## src/rtl/wheel_pkg.sv

```systemverilog
// Shared types and constants for the quadrature wheel front end.
package wheel_pkg;

    // Default distance accumulator width.
    localparam int ACC_W_DEF = 16;

    // ESP sub-code that carries the wheel ratio (add / dec).
    localparam logic [3:0] CMD_WHEEL_RATIO = 4'h2;

    // Quadrature states in forward order: 00 -> 01 -> 11 -> 10 -> 00.
    typedef enum logic [1:0] {
        Q_S0 = 2'b00,
        Q_S1 = 2'b01,
        Q_S2 = 2'b11,
        Q_S3 = 2'b10
    } quad_e;

    // Classification of one {A,B} transition.
    typedef enum logic [1:0] {
        STEP_NONE,
        STEP_FWD,
        STEP_REV,
        STEP_ERR
    } step_e;

    // Position of a state along the forward cycle.
    function automatic logic [1:0] quad_pos(input logic [1:0] ab);
        logic [1:0] pos;
        case (quad_e'(ab))
            Q_S0:    pos = 2'd0;
            Q_S1:    pos = 2'd1;
            Q_S2:    pos = 2'd2;
            default: pos = 2'd3;
        endcase
        return pos;
    endfunction

    // A distance of +1 along the cycle is forward, -1 reverse, 2 means both bits flipped.
    function automatic step_e quad_step(input logic [1:0] prev, input logic [1:0] cur);
        logic [1:0] d;
        step_e      s;
        d = quad_pos(cur) - quad_pos(prev);
        case (d)
            2'd0:    s = STEP_NONE;
            2'd1:    s = STEP_FWD;
            2'd3:    s = STEP_REV;
            default: s = STEP_ERR;
        endcase
        return s;
    endfunction

endpackage

```

## src/rtl/wheel_sync_pin_filter.sv

```systemverilog
// Two-flop synchronizer followed by a run-length debounce for one encoder pin.
module pin_filter #(
    parameter int FILT_LEN = 8
) (
    input  logic clk,
    input  logic rst,
    input  logic i_pin,
    output logic o_level
);

    // The level flips on the FILT_LEN-th consecutive differing sample.
    localparam logic [7:0] CNT_LAST = 8'(FILT_LEN - 1);

    logic [1:0] sync_q;
    logic [7:0] cnt_q, cnt_d;
    logic       lvl_q, lvl_d;

    // Count differing samples; any agreeing sample restarts the run.
    always_comb begin
        lvl_d = lvl_q;
        cnt_d = 8'd0;
        if (sync_q[1] != lvl_q) begin
            if (cnt_q == CNT_LAST) lvl_d = sync_q[1];
            else                   cnt_d = cnt_q + 8'd1;
        end
    end

    // Synchronizer and filter state.
    always_ff @(posedge clk or posedge rst) begin
        if (rst) begin
            sync_q <= 2'b00;
            cnt_q  <= 8'd0;
            lvl_q  <= 1'b0;
        end else begin
            sync_q <= {sync_q[0], i_pin};
            cnt_q  <= cnt_d;
            lvl_q  <= lvl_d;
        end
    end

    assign o_level = lvl_q;

endmodule

```

## src/rtl/wheel_sync.sv

```systemverilog
// Quadrature decoder, signed way meter and distance-proportional sync generator.
module wheel_sync
    import wheel_pkg::*;
#(
    parameter int FILT_LEN = 8,
    parameter int ACC_W    = ACC_W_DEF
) (
    input  logic        clk,
    input  logic        rst,
    input  logic        i_ch_a,
    input  logic        i_ch_b,
    input  logic [7:0]  i_wheel_add,
    input  logic [7:0]  i_frame_dec,
    output logic        o_ext_sync,
    output logic [31:0] o_way_meter,
    output logic        o_dir,
    output logic [7:0]  o_err_cnt
);

    // Headroom so step and drain can be combined before clamping.
    localparam int SW = ACC_W + 10;
    localparam logic signed [SW-1:0] ACC_MAX = SW'({ACC_W{1'b1}});

    logic f_a, f_b;
    logic [1:0] ab;

    pin_filter #(.FILT_LEN(FILT_LEN)) u_filt_a (
        .clk(clk), .rst(rst), .i_pin(i_ch_a), .o_level(f_a)
    );
    pin_filter #(.FILT_LEN(FILT_LEN)) u_filt_b (
        .clk(clk), .rst(rst), .i_pin(i_ch_b), .o_level(f_b)
    );

    assign ab = {f_a, f_b};

    logic             primed_q;
    logic [1:0]       ab_prev_q;
    logic [31:0]      way_q, way_d;
    logic             dir_q, dir_d;
    logic [7:0]       err_q, err_d;
    logic [ACC_W-1:0] acc_q, acc_d;
    logic [7:0]       bl_q, bl_d;
    logic             sync_q, sync_d;
    step_e            step;

    logic signed [SW-1:0] acc_s, add_s, dec_s, sum_s;
    logic                 bl_inc, bl_dec;

    // Classify the transition; the first sample after reset only seeds the history.
    always_comb begin
        step  = primed_q ? quad_step(ab_prev_q, ab) : STEP_NONE;
        way_d = way_q;
        dir_d = dir_q;
        err_d = err_q;
        case (step)
            STEP_FWD: begin
                way_d = way_q + 32'd1;
                dir_d = 1'b1;
            end
            STEP_REV: begin
                way_d = way_q - 32'd1;
                dir_d = 1'b0;
            end
            STEP_ERR: if (err_q != 8'hFF) err_d = err_q + 8'd1;
            default: ;
        endcase
    end

    // Accumulate ground, drain one frame per cycle, let backlog swallow re-covered ground.
    always_comb begin
        acc_s  = SW'(acc_q);
        add_s  = SW'(i_wheel_add);
        dec_s  = SW'(i_frame_dec);
        sum_s  = acc_s;
        bl_inc = 1'b0;
        bl_dec = 1'b0;
        sync_d = 1'b0;
        acc_d  = '0;
        bl_d   = 8'd0;
        if (i_frame_dec != 8'd0) begin
            case (step)
                STEP_FWD: sum_s = sum_s + add_s;
                STEP_REV: begin
                    if (acc_s >= add_s) begin
                        sum_s = sum_s - add_s;
                    end else begin
                        // Borrow one frame: it is owed back before pulses resume.
                        sum_s  = sum_s + dec_s - add_s;
                        bl_inc = 1'b1;
                    end
                end
                default: ;
            endcase
            if (acc_s >= dec_s) begin
                sum_s = sum_s - dec_s;
                if (bl_q != 8'd0) bl_dec = 1'b1;
                else              sync_d = 1'b1;
            end
            if (sum_s[SW-1])          acc_d = '0;
            else if (sum_s > ACC_MAX) acc_d = '1;
            else                      acc_d = sum_s[ACC_W-1:0];
            bl_d = bl_q;
            if (bl_inc && !bl_dec) begin
                if (bl_q != 8'hFF) bl_d = bl_q + 8'd1;
            end else if (bl_dec && !bl_inc) begin
                bl_d = bl_q - 8'd1;
            end
        end
    end

    // Transition history.
    always_ff @(posedge clk or posedge rst) begin
        if (rst) begin
            primed_q  <= 1'b0;
            ab_prev_q <= 2'b00;
        end else begin
            primed_q  <= 1'b1;
            ab_prev_q <= ab;
        end
    end

    // Counters, accumulator and sync pulse.
    always_ff @(posedge clk or posedge rst) begin
        if (rst) begin
            way_q  <= 32'd0;
            dir_q  <= 1'b1;
            err_q  <= 8'd0;
            acc_q  <= '0;
            bl_q   <= 8'd0;
            sync_q <= 1'b0;
        end else begin
            way_q  <= way_d;
            dir_q  <= dir_d;
            err_q  <= err_d;
            acc_q  <= acc_d;
            bl_q   <= bl_d;
            sync_q <= sync_d;
        end
    end

    assign o_ext_sync  = sync_q;
    assign o_way_meter = way_q;
    assign o_dir       = dir_q;
    assign o_err_cnt   = err_q;

endmodule
```

## config.mk

```make
export PLATFORM = sky130hd
export DESIGN_NAME = wheel_sync
export DESIGN_NICKNAME = d
export VERILOG_FILES = /design/src/rtl/wheel_pkg.sv /design/src/rtl/wheel_sync_pin_filter.sv /design/src/rtl/wheel_sync.sv
export SDC_FILE = /design/constraint.sdc
export NUM_CORES = 1
export LEC_CHECK = 0
export BUFFER_PORTS_ARGS = -buffer_cell sky130_fd_sc_hd__buf_2
export CAP_MARGIN = 10
export CELL_PAD_IN_SITES_DETAIL_PLACEMENT = 0
export CELL_PAD_IN_SITES_GLOBAL_PLACEMENT = 1
export CORE_UTILIZATION = 43
export CTS_CLUSTER_DIAMETER = 100
export CTS_CLUSTER_SIZE = 30
export DETAILED_ROUTE_END_ITERATION = 8
export PLACE_DENSITY = 0.83
export SKIP_LAST_GASP = 1
export SYNTH_ARGS = -nofsm -noshare
export SYNTH_HDL_FRONTEND = slang
export SYNTH_SLANG_ARGS = --single-unit
```

## constraint.sdc

```tcl
create_clock -name clk -period 5.75 [get_ports clk]
set_input_delay 0 -clock clk [delete_from_list [all_inputs] [get_ports clk]]
set_output_delay 0 -clock clk [all_outputs]
set_load 0.01 [all_outputs]
```

==> summary.txt, run 1 <==
# IOs: 62
via/cell ratio: 5.45
Rows: 52
Crit. End Element: flop
GR Layer Usage met3: 3.07%
Post-CTS Setup Bufs: 0
number of flops mapped to enable cells by yosys: 0
detailed-route via count: 7490
met2 usage: 33.1%
cell taking the most area after synthesis: dfrtp_1
Hold Vio Cnt, Final: 0
GR Util met1: 27.7%
Fill cells: 1979
Top delay family on crit path: compound AO/OA/AOI/OAI gates
Mapped Nets: 1181
sequential area share after synthesis: 25.6%
Crit Path Max Fanout: 13
Skew-Pair Late Insertion Delay: 350 ps
Cells after Synth: 1037
Max Fclk: 187 MHz
synth warn: 0
r2r startpoint: u_filt_b.o_level$_DFFE_PP0P_
critical path class: reg2reg
crit path from: u_filt_b.o_level$_DFFE_PP0P_
CTS sink cnt: 91
mean area per synthesized cell: 8.58 µm²
period utilization: 93.0%
hold_sp: i_frame_dec[0]
CTS clk-pin slew, worst paths: 70 ps
CP max stage cell: fa_1
DRT iter0 DRCs: 484
status: completed
antenna viol nets, final: 0
Synth top area share: 25.3%
Clock H-tree levels: 3
Initial Utilization: 43.9%
WP buf/inv: 2
commonest cells after routing, fill and taps aside: ha_1 (111), nor2_1 (92), dfrtp_1 (90), inv_1 (85), a21oi_1 (80)
max capacitance violation total: 0
share of cells above drive strength 1: 12.9%
Final Skew: 6.28 ps
setup TNS: 0 ps
CTS buffer count: 9
Synth Register Bits: 91
Core Area: 20200 µm²
Final Net Count: 1243
Post-synth ARST share: 100%
hold crit path type: in2reg
fin. max-slew vios: 0
Die ar.: 21300 µm²
Yosys cell types: 88
cells along the critical path: inv_1, ha_1, ha_1, xnor2_1, ha_1, nor2_4, inv_1, fa_1, nor2b_1, o21ai_0, a21boi_0, o21ai_0, a21oi_1, a311o_1, nand3_1, a211o_1, o311ai_0, xnor2_1, o21ai_0
Top FF cell, synth: dfrtp_1
remaining global-route overflow: 0
Die Wd: 146 µm
Ant. Diodes: 0
Worst slew margin: 20.8%
commonest non-fill, non-tap cell in the layout: ha_1
largest net degree at the start of global routing: 62
drt wl/cell: 15.6 µm
gr busiest metal: met2
clk buf depth: 2
first-pass GRT wire length: 35300 µm
synth top area cells: dfrtp_1 (25%), ha_1 (16%), xnor2_1 (5.2%), a21oi_1 (4.5%), o21ai_0 (4.3%)
WL final: 21400 µm
Die H: 146 µm
CP max stage delay: 450 ps
# DRC: 0
RSZ-0062 raised after global routing: no
Final min period: 5350 ps
CTS tree: done
initial antenna violation count: 0
Critical Path AT: 5560 ps
# port buffers: 61
DP Wirelength: 16600 µm
router iterations before antenna repair: 5
Final Setup Violations: 0
GPL Wtd Cong: 0.874
Layout area overhead: 11.0%
worst-margin pin slew: 1150 ps
Mapped Area: 8890 µm²
worst path required time: 5960 ps
Root Buffer: clkbuf_16
vias in the first global route: 7052
GRT Resource Usage Total: 20.5%
Worst Setup Start Kind: flop
## cells in the mapped netlist, types with 3 or more instances
master     count
o21bai_1       8
fa_1          13
o211ai_1       5
nand2_1       78
mux2i_1        4
a21o_1        27
a221oi_2       4
nand2b_1      14
o2111ai_1      5
nor4_1         5
a21boi_0       3
and2_1         9
nand3_1       24
buf_1          3
dfrtp_1       90
nor2b_1       14
or3_1          5
o22ai_1        3
o31ai_1        3
o21ai_1        3
mux2_2         3
a31oi_1       13
o21ai_0       77
nand3b_1       3
a221oi_1       7
a211oi_1       5
and3_1        16
nor2_1        93
a211o_1        3
nor3_1        16
buf_6          5
ha_1         111
nand4_1        7
o21a_1         5
xor2_1        42
a21oi_1       80
or4_1          5
xnor2_1       53
a21oi_2       14
or2_2          3
buf_2          4
clkbuf_1      12
inv_1         86
## final timing paths
path                                                 to  slack, ps  cells past startpoint
min in group asynchronous   u_filt_a.cnt_q[4]$_DFF_PP0_        230                      3
hold reg to reg            u_filt_b.sync_q[1]$_DFF_PP0_        350                      0
setup reg to reg            o_way_meter[30]$_DFFE_PP0N_        400                     19
setup / recovery            o_way_meter[30]$_DFFE_PP0N_        400                     19
hold / removal                       acc_q[0]$_DFF_PP0_        180                      4
max in group asynchronous            primed_q$_DFF_PP0_       4440                      4
## layer usage
layer  vias up  routed length (µm)
met1      3507               10100
met2       159                9760
met3        44                 863
met5         -                   0
met4         0                 644
li1       3780                   -
## through the flow
step / hold slack, ps / instance area, µm² / setup slack, ps / util [%] / instances
2_1_floorplan: 31.4 / 8890 / 351 / - / 1037
3_3_place_gp: 75.1 / 9500 / 355 / 47.0 / 1355
3_5_place_dp: 77.4 / 9500 / 316 / 47.0 / 1355
4_1_cts: 183 / 9860 / 289 / 48.7 / 1374
5_1_grt: 205 / 9870 / 27.5 / 48.8 / 1374
6_report: 185 / 9870 / 402 / 48.8 / 1374
## area by class of cell
class                      instances  area [µm²]  area share (%)
clock buffer                      10         229            2.32
clock inverter                     6        97.6           0.989
tap                              270         338            3.42
inverter                          87         329            3.33
timing repair buffer              76         425            4.31
sequential                        91        2280            23.1
multi-input combinational        834        6170            62.5
## flip-flops by register name, indices dropped and copies added, names as in the netlist, 8 cells and up
name            cells
acc_q              16
bl_q                8
u_filt_b.cnt_q      8
o_way_meter        32
o_err_cnt           8
u_filt_a.cnt_q      8
## logic make-up (layout without fill, tap and decap cells)
| logic type | after synthesis | count (layout) | synth area share, % |
|---|---|---|---|
| simple gates | 306 | 306 | 17.4 |
| compound gates | 298 | 298 | 22.5 |
| fa+ha+maj | 124 | 124 | 18.5 |
| buf+inv | 112 | 179 | 5.25 |
| xor+xnor | 96 | 96 | 9.54 |
| flops | 91 | 91 | 25.6 |
| mux | 9 | 9 | 1.17 |
| other cells | 1 | 1 | 0.0422 |
## timing repair
item / CTS / global route
resized for setup: 0 / 4
endpoints found under the hold margin: 42 / 0
endpoints found under the setup margin: 0 / 13
hold buffers: 3 / 0
## worst min-delay path, stage by stage
cell,delay [ps]
buf_2,160
ha_1,150
mux2_2,140
a21oi_1,50
Power of run 1 is not shown: default switching activity piles up to over one toggle a cycle in this logic, so the estimate is an artifact.
==> inputs of run 2 (changes only) <==
Settings changed: BUFFER_PORTS_ARGS -buffer_cell sky130_fd_sc_hd__buf_2 to -buffer_cell sky130_fd_sc_hd__buf_4, CORE_MARGIN set to 8.
==> run 2 against run 1 <==
  * Register-to-register slack improved by 50 ps
  * Wire length rose by 3.1%
  * Critical path depth rose by 3
  * Setup slack improved by 53 ps
  * Utilization rose by 0.93 points
  * Clock-buffer cell count rose by 2
  * First-iteration DRC count fell by 24%
  * Clock skew rose by 1.1 ps
  * Flip-flop and latch count did not move
  * Sequential share of layout area fell by 0.50 points
==> summary.txt, run 2 (synthesized netlist as in run 1, its figures left out) <==
status: completed
Max Fclk: 189 MHz (+1.0%)
share of cells above drive strength 1: 13.3% (+0.48 points)
Core Area: 20300 µm² (+0.32%)
critical path class: reg2reg
Layout area overhead: 13.5%
DP Wirelength: 17300 µm (+4.2%)
fin. max-slew vios: 0 (unchanged)
DR WL met3: 922 µm (+6.8%)
Post-Route M1 WL: 10300 µm (+2.3%)
drt wl/cell: 16.0 µm (+2.7%)
GPL Wtd Cong: 0.905 (+3.6%)
Crit Path Max Fanout: 12 (-1)
Final Skew: 7.37 ps (+1.09 ps)
uppermost layer routed: met4
r2r worst-path depth: 22 (+3)
GRT Resource Usage Total: 17.4% (-3.1 points)
remaining global-route overflow: 0 (unchanged)
Critical Path AT: 5520 ps (-40 ps)
via/cell ratio: 5.41 (-0.84%)
CTS sink cnt: 91 (unchanged)
Initial Utilization: 43.8% (-0.14 points)
router iterations before antenna repair: 5 (unchanged)
CTS tree: done
reg2reg setup slack: 450 ps (+50 ps)
Worst Setup Start Kind: flop
Final min period: 5300 ps (-52.7 ps)
DRT iter0 DRCs: 368 (-24%)
Final Setup Violations: 0 (unchanged)
# DRC: 0 (unchanged)
Final Net Count: 1248 (+0.40%)
clk buf depth: 2 (unchanged)
max reg flops: 32 (unchanged)
CTS clk-pin slew, worst paths: 60 ps (about the same)
Root Buffer: clkbuf_16
max capacitance violation total: 0 (unchanged)
# port buffers: 61 (unchanged)
WL final: 22000 µm (+3.1%)
worst path required time: 5980 ps (+20 ps)
commonest non-fill, non-tap cell in the layout: ha_1
Crit. End Element: flop
Hold Vio Cnt, Final: 0 (unchanged)
Rows: 52 (unchanged)
CTS buffer count: 9 (unchanged)
Worst slew margin: 49.8% (+29 points)
commonest cells after routing, fill and taps aside: ha_1 (109), nor2_1 (92), dfrtp_1 (90), inv_1 (85), a21oi_1 (80)
hold crit path type: in2reg
worst-margin pin slew: 751 ps (-404 ps)
Clock H-tree levels: 3 (unchanged)
period utilization: 92.1% (-0.92 points)
setup TNS: 0 ps (unchanged)
Ant. Diodes: 0 (unchanged)
Die ar.: 25500 µm² (+20%)
detailed-route via count: 7454 (-0.48%)
largest net degree at the start of global routing: 62 (unchanged)
Die H: 160 µm (+9.6%)
# IOs: 62 (unchanged)
Hold Path Depth: 4 (unchanged)
vias in the first global route: 7360 (+4.4%)
Fill cells: 1990 (+0.56%)
Skew-Pair Late Insertion Delay: 350 ps (about the same)
antenna viol nets, final: 0 (unchanged)
first-pass GRT wire length: 37000 µm (+4.9%)
initial antenna violation count: 0 (unchanged)
RSZ-0062 raised after global routing: no
Met2 Wirelength: 10200 µm (+4.7%)
Die Wd: 160 µm (+9.6%)
==> run 2: cell types whose count changed in the layout (fill, tap and decap cells not counted), moves of 2 or more <==
| cell | previous run | this run |
|---|---|---|
| ha_1 | 111 | 109 |
| buf_4 | 12 | 77 |
| o21ai_1 | 5 | 3 |
| buf_2 | 61 | 0 |
| ha_2 | 0 | 2 |
| o21ai_0 | 75 | 77 |
==> run 2: worst paths after layout <==
kind                                                 to                          from
hold reg to reg            u_filt_b.sync_q[1]$_DFF_PP0_  u_filt_b.sync_q[0]$_DFF_PP0_
setup reg to reg                     acc_q[1]$_DFF_PP0_            acc_q[1]$_DFF_PP0_
max in group asynchronous   o_way_meter[24]$_DFFE_PP0N_                           rst
min in group asynchronous   u_filt_a.cnt_q[7]$_DFF_PP0_                           rst
hold / removal                       acc_q[0]$_DFF_PP0_                i_frame_dec[0]
setup / recovery                     acc_q[1]$_DFF_PP0_            acc_q[1]$_DFF_PP0_
==> run 2: worst max-delay path, stage by stage, from the launching register on <==
cell       delay (ps)
dfrtp_1           400
ha_1              310
nor2b_1           150
o2111ai_1         280
nand4b_2          260
a211oi_4          370
o21a_2            270
o21ai_0           110
a221oi_1          290
a21oi_1           110
ha_1              330
nor2b_1           150
o21ai_0           240
a21boi_0          170
o21ai_0           170
nand2b_1          110
a21o_1            190
a211o_1           360
nor4_4            270
nand4_2           180
xnor2_2           150
buf_4             230
a21oi_1            90
==> run 2: stage by stage <==
| stage | hold WS, ps | cell area (µm²) | worst slack [ps] | util (%) | instances |
|---|---|---|---|---|---|
| 5_1_grt | 171 | 10100 | 39.2 | 49.7 | 1379 |
| 3_5_place_dp | 49.7 | 9670 | 435 | 47.6 | 1357 |
| 3_3_place_gp | 50.4 | 9670 | 479 | 47.6 | 1357 |
| 4_1_cts | 151 | 10000 | 382 | 49.5 | 1376 |
| 2_1_floorplan | 31.4 | 8890 | 351 | - | 1037 |
| 6_report | 162 | 10100 | 455 | 49.7 | 1379 |
==> run 2: layout make-up <==
| cell class | instances | area, µm² | share of cell area [%] |
|---|---|---|---|
| clock buffers | 12 | 246 | 2.44 |
| clock inverters | 4 | 98.8 | 0.980 |
| inverters | 87 | 329 | 3.26 |
| multi-input cells | 834 | 6170 | 61.2 |
| flip-flops and latches | 91 | 2280 | 22.6 |
| well taps | 270 | 338 | 3.35 |
| repair buffers | 81 | 628 | 6.23 |
==> run 2: per-layer routing <==
layer / GRT usage (%) / vias to the layer above
met2: 28.8 / 168
met1: 22.8 / 3452
li1: - / 3798
met5: 0 / -
met3: 2.88 / 36
met4: 5.65 / 0
==> run 2: what timing repair did <==
action,in CTS,in global routing
setup buffers,0,2
endpoints found under the hold margin,36,0
resized for setup,0,3
hold buffers,3,0
setup endpoints to repair,0,13
Power of run 2 is left out for the same reason.
